[src/rtl/grad_dac_serialiser.sv]
// Gradient DAC serialiser: turns 32-bit words from grad_bram into 24-bit SPI frames on one of
// four DAC data lines, with an optional LDAC pulse after each frame. A one-word holding
// register absorbs a word that arrives while a frame is in flight.
module grad_dac_serialiser #(
  parameter int unsigned SCLK_DIV   = 2,  // sclk half-period in clk cycles (1..15)
  parameter int unsigned CSN_SETUP  = 2,  // csn low to first sclk rise (1..15)
  parameter int unsigned CSN_GAP    = 2,  // minimum csn high time between frames (1..15)
  parameter int unsigned LDAC_WIDTH = 2   // ldacn low pulse width (1..15)
) (
  input  logic        clk,
  input  logic        rst,
  input  logic [31:0] data_i,
  input  logic        valid_i,
  output logic        busy_o,
  output logic        active_o,
  output logic        overflow_o,
  output logic        sclk_o,
  output logic        csn_o,
  output logic [3:0]  sdo_o,
  output logic        ldacn_o
);

  localparam logic [2:0] StIdle  = 3'd0;
  localparam logic [2:0] StSetup = 3'd1;
  localparam logic [2:0] StShift = 3'd2;
  localparam logic [2:0] StHold  = 3'd3;
  localparam logic [2:0] StGap   = 3'd4;

  localparam int unsigned GapLdac = (CSN_GAP > LDAC_WIDTH) ? CSN_GAP : LDAC_WIDTH;

  localparam logic [3:0] SetupLast   = 4'(CSN_SETUP - 1);
  localparam logic [3:0] DivLast     = 4'(SCLK_DIV - 1);
  localparam logic [3:0] GapLastNorm = 4'(CSN_GAP - 1);
  localparam logic [3:0] GapLastLdac = 4'(GapLdac - 1);
  localparam logic [3:0] LdacLen     = 4'(LDAC_WIDTH);
  localparam logic [4:0] BitsPerWord = 5'd24;

  logic [2:0]  state_q, state_d;
  logic [3:0]  cnt_q, cnt_d;        // phase counter within the current state
  logic [4:0]  bit_q, bit_d;        // number of sclk falling edges seen in SHIFT
  logic        sclk_hi_q, sclk_hi_d;
  logic [23:0] shreg_q, shreg_d;
  logic [1:0]  ch_q, ch_d;
  logic        ldac_q, ldac_d;
  logic [26:0] hold_q, hold_d;      // {ldac, channel, frame}
  logic        hold_full_q, hold_full_d;
  logic        overflow_q, overflow_d;

  logic [3:0]  gap_last_cnt;
  logic        gap_last;
  logic        load_held;
  logic        accept_shift;
  logic        accept_hold;
  logic        framing;

  // Upper word bits carry nothing for this block.
  logic unused_data;
  assign unused_data = ^data_i[31:27];

  // Accept/drop decisions; the holding register may be refilled in the cycle it is vacated.
  always_comb begin
    gap_last_cnt = ldac_q ? GapLastLdac : GapLastNorm;
    gap_last     = (state_q == StGap) && (cnt_q == gap_last_cnt);
    load_held    = gap_last && hold_full_q;
    accept_shift = valid_i && (state_q == StIdle);
    accept_hold  = valid_i && (state_q != StIdle) && (!hold_full_q || load_held);
  end

  // Frame sequencer next-state logic.
  always_comb begin
    state_d   = state_q;
    cnt_d     = cnt_q;
    bit_d     = bit_q;
    sclk_hi_d = sclk_hi_q;
    shreg_d   = shreg_q;
    ch_d      = ch_q;
    ldac_d    = ldac_q;
    case (state_q)
      StIdle: begin
        if (accept_shift) begin
          shreg_d = data_i[23:0];
          ch_d    = data_i[25:24];
          ldac_d  = data_i[26];
          cnt_d   = 4'd0;
          bit_d   = 5'd0;
          state_d = StSetup;
        end
      end
      StSetup: begin
        if (cnt_q == SetupLast) begin
          cnt_d     = 4'd0;
          sclk_hi_d = 1'b1;
          state_d   = StShift;
        end else begin
          cnt_d = cnt_q + 4'd1;
        end
      end
      StShift: begin
        if (cnt_q == DivLast) begin
          cnt_d = 4'd0;
          if (sclk_hi_q) begin
            // Falling sclk edge: present the next bit.
            sclk_hi_d = 1'b0;
            shreg_d   = {shreg_q[22:0], 1'b0};
            bit_d     = bit_q + 5'd1;
          end else if (bit_q == BitsPerWord) begin
            state_d = StHold;
          end else begin
            sclk_hi_d = 1'b1;
          end
        end else begin
          cnt_d = cnt_q + 4'd1;
        end
      end
      StHold: begin
        if (cnt_q == DivLast) begin
          cnt_d   = 4'd0;
          state_d = StGap;
        end else begin
          cnt_d = cnt_q + 4'd1;
        end
      end
      StGap: begin
        if (gap_last) begin
          cnt_d = 4'd0;
          if (hold_full_q) begin
            shreg_d = hold_q[23:0];
            ch_d    = hold_q[25:24];
            ldac_d  = hold_q[26];
            bit_d   = 5'd0;
            state_d = StSetup;
          end else begin
            state_d = StIdle;
          end
        end else begin
          cnt_d = cnt_q + 4'd1;
        end
      end
      default: begin
        cnt_d   = 4'd0;
        state_d = StIdle;
      end
    endcase
  end

  // Holding register and sticky overflow next-state.
  always_comb begin
    hold_d      = hold_q;
    hold_full_d = hold_full_q;
    if (accept_hold) begin
      hold_d      = data_i[26:0];
      hold_full_d = 1'b1;
    end else if (load_held) begin
      hold_full_d = 1'b0;
    end
    overflow_d = overflow_q || (valid_i && !accept_shift && !accept_hold);
  end

  // State registers.
  always_ff @(posedge clk or posedge rst) begin
    if (rst) begin
      state_q     <= StIdle;
      cnt_q       <= 4'd0;
      bit_q       <= 5'd0;
      sclk_hi_q   <= 1'b0;
      shreg_q     <= 24'd0;
      ch_q        <= 2'd0;
      ldac_q      <= 1'b0;
      hold_q      <= 27'd0;
      hold_full_q <= 1'b0;
      overflow_q  <= 1'b0;
    end else begin
      state_q     <= state_d;
      cnt_q       <= cnt_d;
      bit_q       <= bit_d;
      sclk_hi_q   <= sclk_hi_d;
      shreg_q     <= shreg_d;
      ch_q        <= ch_d;
      ldac_q      <= ldac_d;
      hold_q      <= hold_d;
      hold_full_q <= hold_full_d;
      overflow_q  <= overflow_d;
    end
  end

  // Pin decode from registered state so reset reaches the pins without waiting for a clock.
  always_comb begin
    framing    = (state_q == StSetup) || (state_q == StShift) || (state_q == StHold);
    busy_o     = hold_full_q;
    active_o   = (state_q != StIdle);
    overflow_o = overflow_q;
    csn_o      = !framing;
    sclk_o     = (state_q == StShift) && sclk_hi_q;
    for (int i = 0; i < 4; i++) begin
      sdo_o[i] = framing && (ch_q == 2'(i)) && shreg_q[23];
    end
    ldacn_o    = !((state_q == StGap) && ldac_q && (cnt_q < LdacLen));
  end

endmodule

[config.mk]
export PLATFORM = sky130hd
export DESIGN_NAME = grad_dac_serialiser
export DESIGN_NICKNAME = d
export VERILOG_FILES = /design/src/rtl/grad_dac_serialiser.sv
export SDC_FILE = /design/constraint.sdc
export NUM_CORES = 1
export LEC_CHECK = 0
export ABC_AREA = 1
export ABC_CLOCK_PERIOD_IN_PS = 3100
export BUFFER_PORTS_ARGS = -buffer_cell sky130_fd_sc_hd__buf_2
export CAP_MARGIN = 20
export CELL_PAD_IN_SITES_DETAIL_PLACEMENT = 0
export CELL_PAD_IN_SITES_GLOBAL_PLACEMENT = 1
export CORE_MARGIN = 4
export CORE_UTILIZATION = 42
export CTS_CLUSTER_DIAMETER = 200
export DETAILED_ROUTE_END_ITERATION = 8
export GPL_TIMING_DRIVEN = 0
export PLACE_DENSITY_LB_ADDON = 0.15
export SETUP_SLACK_MARGIN = 0.4
export SKIP_CTS_REPAIR_TIMING = 1
export SYNTH_ARGS = -nofsm -noshare
export SYNTH_HDL_FRONTEND = slang
export SYNTH_SLANG_ARGS = --single-unit
export TNS_END_PERCENT = 5
[constraint.sdc]
create_clock -name clk -period 3.1 [get_ports clk]
set_clock_uncertainty 0.15 [all_clocks]
set_input_delay 0.775 -clock clk [delete_from_list [all_inputs] [get_ports clk]]
set_output_delay 0.775 -clock clk [all_outputs]
set_load 0.005 [all_outputs]
After elaboration in Yosys (flattened, before gate mapping)
Cells that the tools add are included.

word-level totals
  register bits = 69
  input port bits = 35
  word-level logic and storage cells = 110
  output and inout port bits = 10

operators by class
  add/subtract/negate cells = 2
  eq/ne operators = 18
  reduce and logical (&&, ||, !) cells = 39
  mux-type cells = 40
  order comparisons = 1

operator list
  cell                                           number
  2-to-1 mux 24 bit                              5
  case mux 24 bit (3 select lines)               1
  2-to-1 mux 5 bit                               5
  2-to-1 mux 3 bit                               7
  logical AND 1 bit                              18
  inequality test 2 bit, second input constant   9
  case mux 3 bit (5 select lines)                1
  case mux 5 bit (3 select lines)                1
  2-to-1 mux 4 bit                               3
  case mux 4 bit (3 select lines)                1
  2-to-1 mux 1 bit                               10
  AND reduction 7 bit                            1
  == test 3 x 2 -> 1 bit, second input constant  2
  2-to-1 mux 2 bit                               3
  AND reduction 6 bit                            1
  nonzero test 2 bit                             3
  nonzero test 3 bit                             2
  adder 5 x 1 -> 5 bit, second input constant    1
  == test 5 bit, second input constant           1
  logical NOT 1 bit                              5
  adder 4 x 1 -> 4 bit, second input constant    1
  == test 2 bit, second input constant           2
  == test 4 x 1 -> 1 bit, second input constant  1
  logical OR 1 bit                               4
  11 further kinds                               12

Logic depth before layout (Yosys ltp)
Gate-level depths: netlist (run 1).

  word-level depth = 8
  depth in mapped cells = 11
  gate-level depth less buffers = 9

Least setup slack after synthesis (run 1)
Ideal clock, no wire load.

  kind = register -> output
  from = register state_q[1]
  to = output port ldacn_o
  stages on the path, launching flop included = 7
  arrival time = 1.214 ns
  slack = 0.961 ns
  path buffers = 2
  data required time = 2.175 ns
  path through = dfrtp_1 nor2_4 nand2_1 inv_2 buf_2 buf_2 nand4_1

on the way
  cells in the longest elaborated chain, start to end = 4

RTL lines
  what                            RTL line  source
  from (decl)                     38        logic [2:0] state_q, state_d;
  from (signal assigned)          162       state_q <= StIdle;
  from (signal assigned)          173       state_q <= state_d;
  == test 3 bit                   197       ldacn_o = !((state_q == StGap) && ldac_q && (cnt_q < LdacLen));
  logical AND 1 bit (2 in a row)  197
  logical NOT 1 bit               197
  to (decl)                       20        output logic ldacn_o

No other way between the ends.

Final worst setup path (run 1)
  from = register state_q[0]
  to = output port ldacn_o

The elaborated chain is that of the path after synthesis.

==> results of run 1 <==
-- path summary, 6_finish.rpt --
check	to	slack [ns]	cells after the start
setup / recovery	ldacn_o	0.50	7
hold / removal	hold_q[3]	0.32	2
setup reg to reg	shreg_q[23]	1.04	11
hold reg to reg	hold_q[3]	0.32	2
max in group asynchronous	state_q[1]	1.73	2
min in group asynchronous	hold_q[3]	0.45	2
-- layout make-up --
cell class / instances / area, um^2
fill: 859 / 4030
inverter: 21 / 81.3
clock buffer: 9 / 124
multi-input combinational: 376 / 1650
tap: 105 / 131
buffer: 24 / 143
timing repair buffer: 42 / 218
sequential: 69 / 1730
clock inverter: 7 / 146
-- cells by family (layout without fill, tap and decap cells) --
kind of cell	after synthesis	in the layout	share of synthesized area
simple gates	359	359	0.422
flops	69	69	0.481
buf+inv	45	103	0.0582
compound gates	12	12	0.0220
fa+ha+maj	4	4	0.0139
xor+xnor	1	1	0.00244
-- worst register-to-register path, cell delays in order, from the launching register on --
cell and delay (ns):
dfrtp_2 0.45, buf_4 0.16, nor2_1 0.11, nand2_1 0.17, nand2_1 0.10, nand2_1 0.06, nor2_2 0.22, nand2_1 0.10
buf_4 0.19, buf_6 0.15, nand2_1 0.06, nand2_1 0.05
-- cells in the mapped netlist, drive strengths merged, types with 2 or more instances --
cell type  number  area, um^2
nand4           4        25.0
o21ai           4        20.0
buf            21         119
dfrtp          69        1730
ha              4        50.1
a21oi           4        31.3
clkbuf          3        11.3
nand3          92         465
o22ai           2        12.5
inv            20        75.1
nand2         240         906
o21bai          2        15.0
nor4            2        12.5
nor2           20         100
-- power groups by stage --
stage	Clock (mW)	Combinational, mW	Sequential, mW
floorplan	0	0.0452	0.974
global placement	0	0.0783	0.979
detailed placement	0	0.0817	0.979
CTS	1.02	0.0815	0.962
global route	1.06	0.0952	0.968
finish	0.993	0.0786	0.962
-- per-layer routing --
metal  vias to the layer above  track usage  wire [um]
met2                        57        0.328       4320
met1                      1503        0.249       4190
met4                         0       0.0788        113
li1                       1666            -          -
met3                        10       0.0346        312
met5                         -            0          0
-- sequential cells by signal, summed over array words and instances (netlist names) --
register / flops
cnt_q: 4
hold_q: 27
state_q: 3
shreg_q: 24
ch_q: 2
bit_q: 5
ldac_q: 1
sclk_hi_q: 1
overflow_o: 1
busy_o: 1
-- through the flow --
| stage | hold slack [ns] | worst slack [ns] | area (um^2) | total power [mW] |
|---|---|---|---|---|
| after CTS | 0.328 | 0.166 | 4190 | 2.06 |
| after detailed placement | 0.309 | 0.561 | 3920 | 1.06 |
| final | 0.324 | 0.498 | 4230 | 2.03 |
| after floorplan | 0.292 | 0.435 | 3590 | 1.02 |
| after global placement | 0.304 | -0.537 | 3920 | 1.06 |
| after global routing | 0.343 | 0.397 | 4230 | 2.12 |
==> impl_metrics.toml, run 1 <==
[logic_synthesis]
ys_seq_area_frac = 0.481
ys_seq_elements = 69
synth_ff_type = "dfrtp_1"
syn_inst = 490
synth_fp_nets = 529
synth_warnings = 0
synth_edf_count = 0
synthesis.area_um2 = 3590
synthArstFlopShare = 1.00
synth_cell_types = 25
synth.avg_cell_area_um2 = 7.33

[setup_path]
max_stage_delay_ns = 0.45
cp-start-kind = "register"
crit_family = "buffers and inverters"
critPathArrivalTime_ns = 1.68
crit_chain = "nor2_4 > nand2_1 > inv_2 > buf_6 > buf_6 > nand4_1 > buf_2"
cp-end-kind = "output port"
r2r-start = "state_q[0]"
crit_fanout = 10
path_class = "reg2out"
crit_start = "state_q[0]"
critPathBufInv = 4
required_ns = 2.17
cp_common_cell = "buf_6"
slowest_stage = "dfrtp_2"

[timing]
relSlewSlack = 0.419
slew_viol_final = 0
finalSetupTns_ns = 0
setup_viol = 0
tightest_slew_ns = 0.871
fin_crit_sh = 0.839
rsz0062_at_grt = "no"
period_minus_slack_ns = 2.60
hold_viol = 0
fmax_mhz = 384

[placed_design]
gp_congestion = 0.840
portBuffers = 39
post-dp-hpwl_um = 6140
dp.cells = 634

[global_routing]
grt_pass1_vias = 3354
grt_start_max_net_pins = 70
antenna_found_initial = 0
grt-ovfl-total = 0
grt_use_total = 0.195
grt_first_pass_wirelength_um = 15600

[cts]
clk_pin_slew_worst_paths_ns = 0.08
cts.sinks = 69
cts_root_buffer = "clkbuf_8"
clk_latency_ns = 0.34
cts_buffers = 9
ctsHtreeMaxLevel = 3
cts_tree = "built"
clock_path_buffers = 2

[finish]
layoutNonFillerInstCount = 653
drive_gt1_frac = 0.172
area_delta_synth_final_pct = 17.7
diodes = 0
mostFrequentLayoutCell = "nand2_1"
fin_util = 0.512
final_nets = 582
layout_common_cells = "nand2_1, nand3_1, dfrtp_1"

[power]
p_int_mw = 1.59
swShare = 0.217
p_per_area_nw_per_um2 = 481
combPwrFrac = 0.039
p_leak_nw = 2.30
pwr-share-seq = 0.473
power.switching_mw = 0.442
pwr-share-clk = 0.488
peakVddDrop_v = 0.000186

[routing]
first_pass_iters = 4
vias_per_cell = 4.96
routedWlPerCell_um = 13.7
ant_nets = 0
finalWirelength_um = 8930
num_vias = 3236
drc = 0
drt_iter0_markers = 142

[floorplan]
io_pins = 45
initial_core_util = 0.435
dieArea_um2 = 10100
die_h_um = 100
dieWidth_um = 100
coreArea_um2 = 8260
row_count = 33

[run_status]
outcome = "finished clean"

[min_path]
holdCritPathClass = "reg2reg"
hold_path_startpoint = "hold_q[3]"

[flow_run]
maxCapViolations = 0
(Power assumes the default switching activity.)
==> run 2, diff against run 1 <==
--- a/config.mk
+++ b/config.mk
@@ -6,13 +6,13 @@
 export NUM_CORES = 1
 export LEC_CHECK = 0
 export ABC_AREA = 1
-export ABC_CLOCK_PERIOD_IN_PS = 3100
+export ABC_CLOCK_PERIOD_IN_PS = 2200
 export BUFFER_PORTS_ARGS = -buffer_cell sky130_fd_sc_hd__buf_2
 export CAP_MARGIN = 20
 export CELL_PAD_IN_SITES_DETAIL_PLACEMENT = 0
 export CELL_PAD_IN_SITES_GLOBAL_PLACEMENT = 1
 export CORE_MARGIN = 4
-export CORE_UTILIZATION = 42
+export CORE_UTILIZATION = 38
 export CTS_CLUSTER_DIAMETER = 200
 export DETAILED_ROUTE_END_ITERATION = 8
 export GPL_TIMING_DRIVEN = 0
==> constraint.sdc (replaced) <==
create_clock -name clk -period 2.2 [get_ports clk]
set_clock_uncertainty 0.15 [all_clocks]
set_input_delay 0.55 -clock clk [delete_from_list [all_inputs] [get_ports clk]]
set_output_delay 0.55 -clock clk [all_outputs]
set_load 0.005 [all_outputs]
==> impl_metrics.toml, run 2 (synthesis results as in run 1) <==
[run_status]
outcome = "complete, but fails checks"
violations = "setup timing"

[routing]
drt_iter0_markers = 182
num_vias = 3320
routedWlPerCell_um = 14.1
first_pass_iters = 4
ant_nets = 0
drc = 0
finalWirelength_um = 9460
vias_per_cell = 4.94

[finish]
largestRegisters = "hold_q x27, shreg_q x24, bit_q x5"
largest_reg_flops = 27
diodes = 0
layout_common_cells = "nand2_1, nand3_1, dfrtp_1"
layoutNonFillerInstCount = 672
drive_gt1_frac = 0.210
mostFrequentLayoutCell = "nand2_1"
regMostFlops = "hold_q"
final_nets = 596
area_delta_synth_final_pct = 21.2

[setup_path]
required_ns = 1.50
r2r-end = "shreg_q[23]"
cp-start-kind = "register"
slowest_stage = "dfrtp_2"
reg2reg_depth = 11
crit_chain = "nor2_4 > nand2_2 > inv_2 > buf_8 > buf_8 > nand4_1 > buf_2"
crit_fanout = 7
r2r_setup_slack_ns = 0.14
cp-end-kind = "output port"
r2r-start = "cnt_q[1]"
max_stage_delay_ns = 0.46
path_class = "reg2out"
cp_common_cell = "buf_8"
critPathArrivalTime_ns = 1.53

[cts]
clk_latency_ns = 0.34
cts_tree = "built"
clk_pin_slew_worst_paths_ns = 0.08
ctsHtreeMaxLevel = 3
clock_path_buffers = 2
cts_buffers = 9
cts.sinks = 69
cts_root_buffer = "clkbuf_8"

[timing]
whs_ns = 0.0466
tightest_slew_ns = 0.534
hold_viol = 0
slew_viol_final = 0
rsz0062_at_grt = "yes"
period_minus_slack_ns = 2.23
worst_slack_ns = -0.0341
fin_crit_sh = 1.02
relSlewSlack = 0.644
fmax_mhz = 448
setup_viol = 1

[global_routing]
grt_start_max_net_pins = 29
top_usage_layer = "met2"
grtUsageMet1 = 0.242
grt_pass1_vias = 3276
grt_use_total = 0.181
met3_usage = 0.0439
grt_first_pass_wirelength_um = 16100
met2_usage = 0.294
grt-ovfl-total = 0
antenna_found_initial = 0

[floorplan]
die_h_um = 105
io_pins = 45
coreArea_um2 = 9200
dieArea_um2 = 11100
initial_core_util = 0.390
row_count = 35
dieWidth_um = 105

[placed_design]
gp_congestion = 0.811
dp.cells = 642
post-dp-hpwl_um = 6590
portBuffers = 39

[power]
p_per_area_nw_per_um2 = 550
power_mw = 2.39
peakVddDrop_v = 0.000371
p_leak_nw = 2.35

[flow_run]
maxCapViolations = 0

[min_path]
holdCritPathClass = "in2async"
[run 2: cell types whose count changed in the layout (fill, tap and decap cells not counted), sizes merged]
cell and delta:
clkinv +1, buf +15, inv -1, clkinvlp +2, bufinv -4
[run 2: layout make-up]
type	instances	area, um^2
clock buffer	10	138
buffer	24	173
inverter	21	85.1
sequential	69	1730
fill	941	4850
tap	111	139
timing repair buffer	56	352
clock inverter	5	27.5
multi-input combinational	376	1710
[run 2: stage by stage]
stage	TNS (ns)	utilization	area (um^2)	setup WS, ns
floorplan	0	-	3590	0.286
global placement	-0.152	0.427	3930	-0.152
detailed placement	-0.155	0.431	3970	-0.155
CTS	-0.672	0.449	4130	-0.538
global route	-0.268	0.473	4350	-0.141
finish	-0.0341	0.473	4350	-0.0341
[run 2: routing by layer]
| metal | wire length, um | part of all wire | up-vias |
|---|---|---|---|
| met4 | 65 | 0.0069 | 0 |
| met2 | 4600 | 0.49 | 63 |
| met5 | 0 | 0 | - |
| li1 | - | - | 1695 |
| met1 | 4430 | 0.47 | 1556 |
| met3 | 364 | 0.038 | 6 |
[run 2: worst max-delay path by stage]
stage                     slack (ns)      end       start  cells after the start
after CTS                      -0.54  ldacn_o  state_q[1]                      7
after global routing           -0.14  ldacn_o  state_q[0]                      7
after detailed placement       -0.16  ldacn_o  state_q[1]                      7
after floorplan                 0.29  ldacn_o  state_q[1]                      6
after global placement         -0.15  ldacn_o  state_q[1]                      7
final                          -0.03  ldacn_o  state_q[0]                      7
[run 2: where the power goes]
part / internal (mW) / switching (mW)
clock: 0.426 / 0.488
combinational: 0.0489 / 0.0727
sequential: 1.33 / 0.0296
total: 1.80 / 0.590
[run 2: worst max-delay path, delay by kind of cell, from the launching register on]
kind / cells / cell delay, ns
simple gates: 3 / 0.31
buf+inv: 4 / 0.43
flops: 1 / 0.46
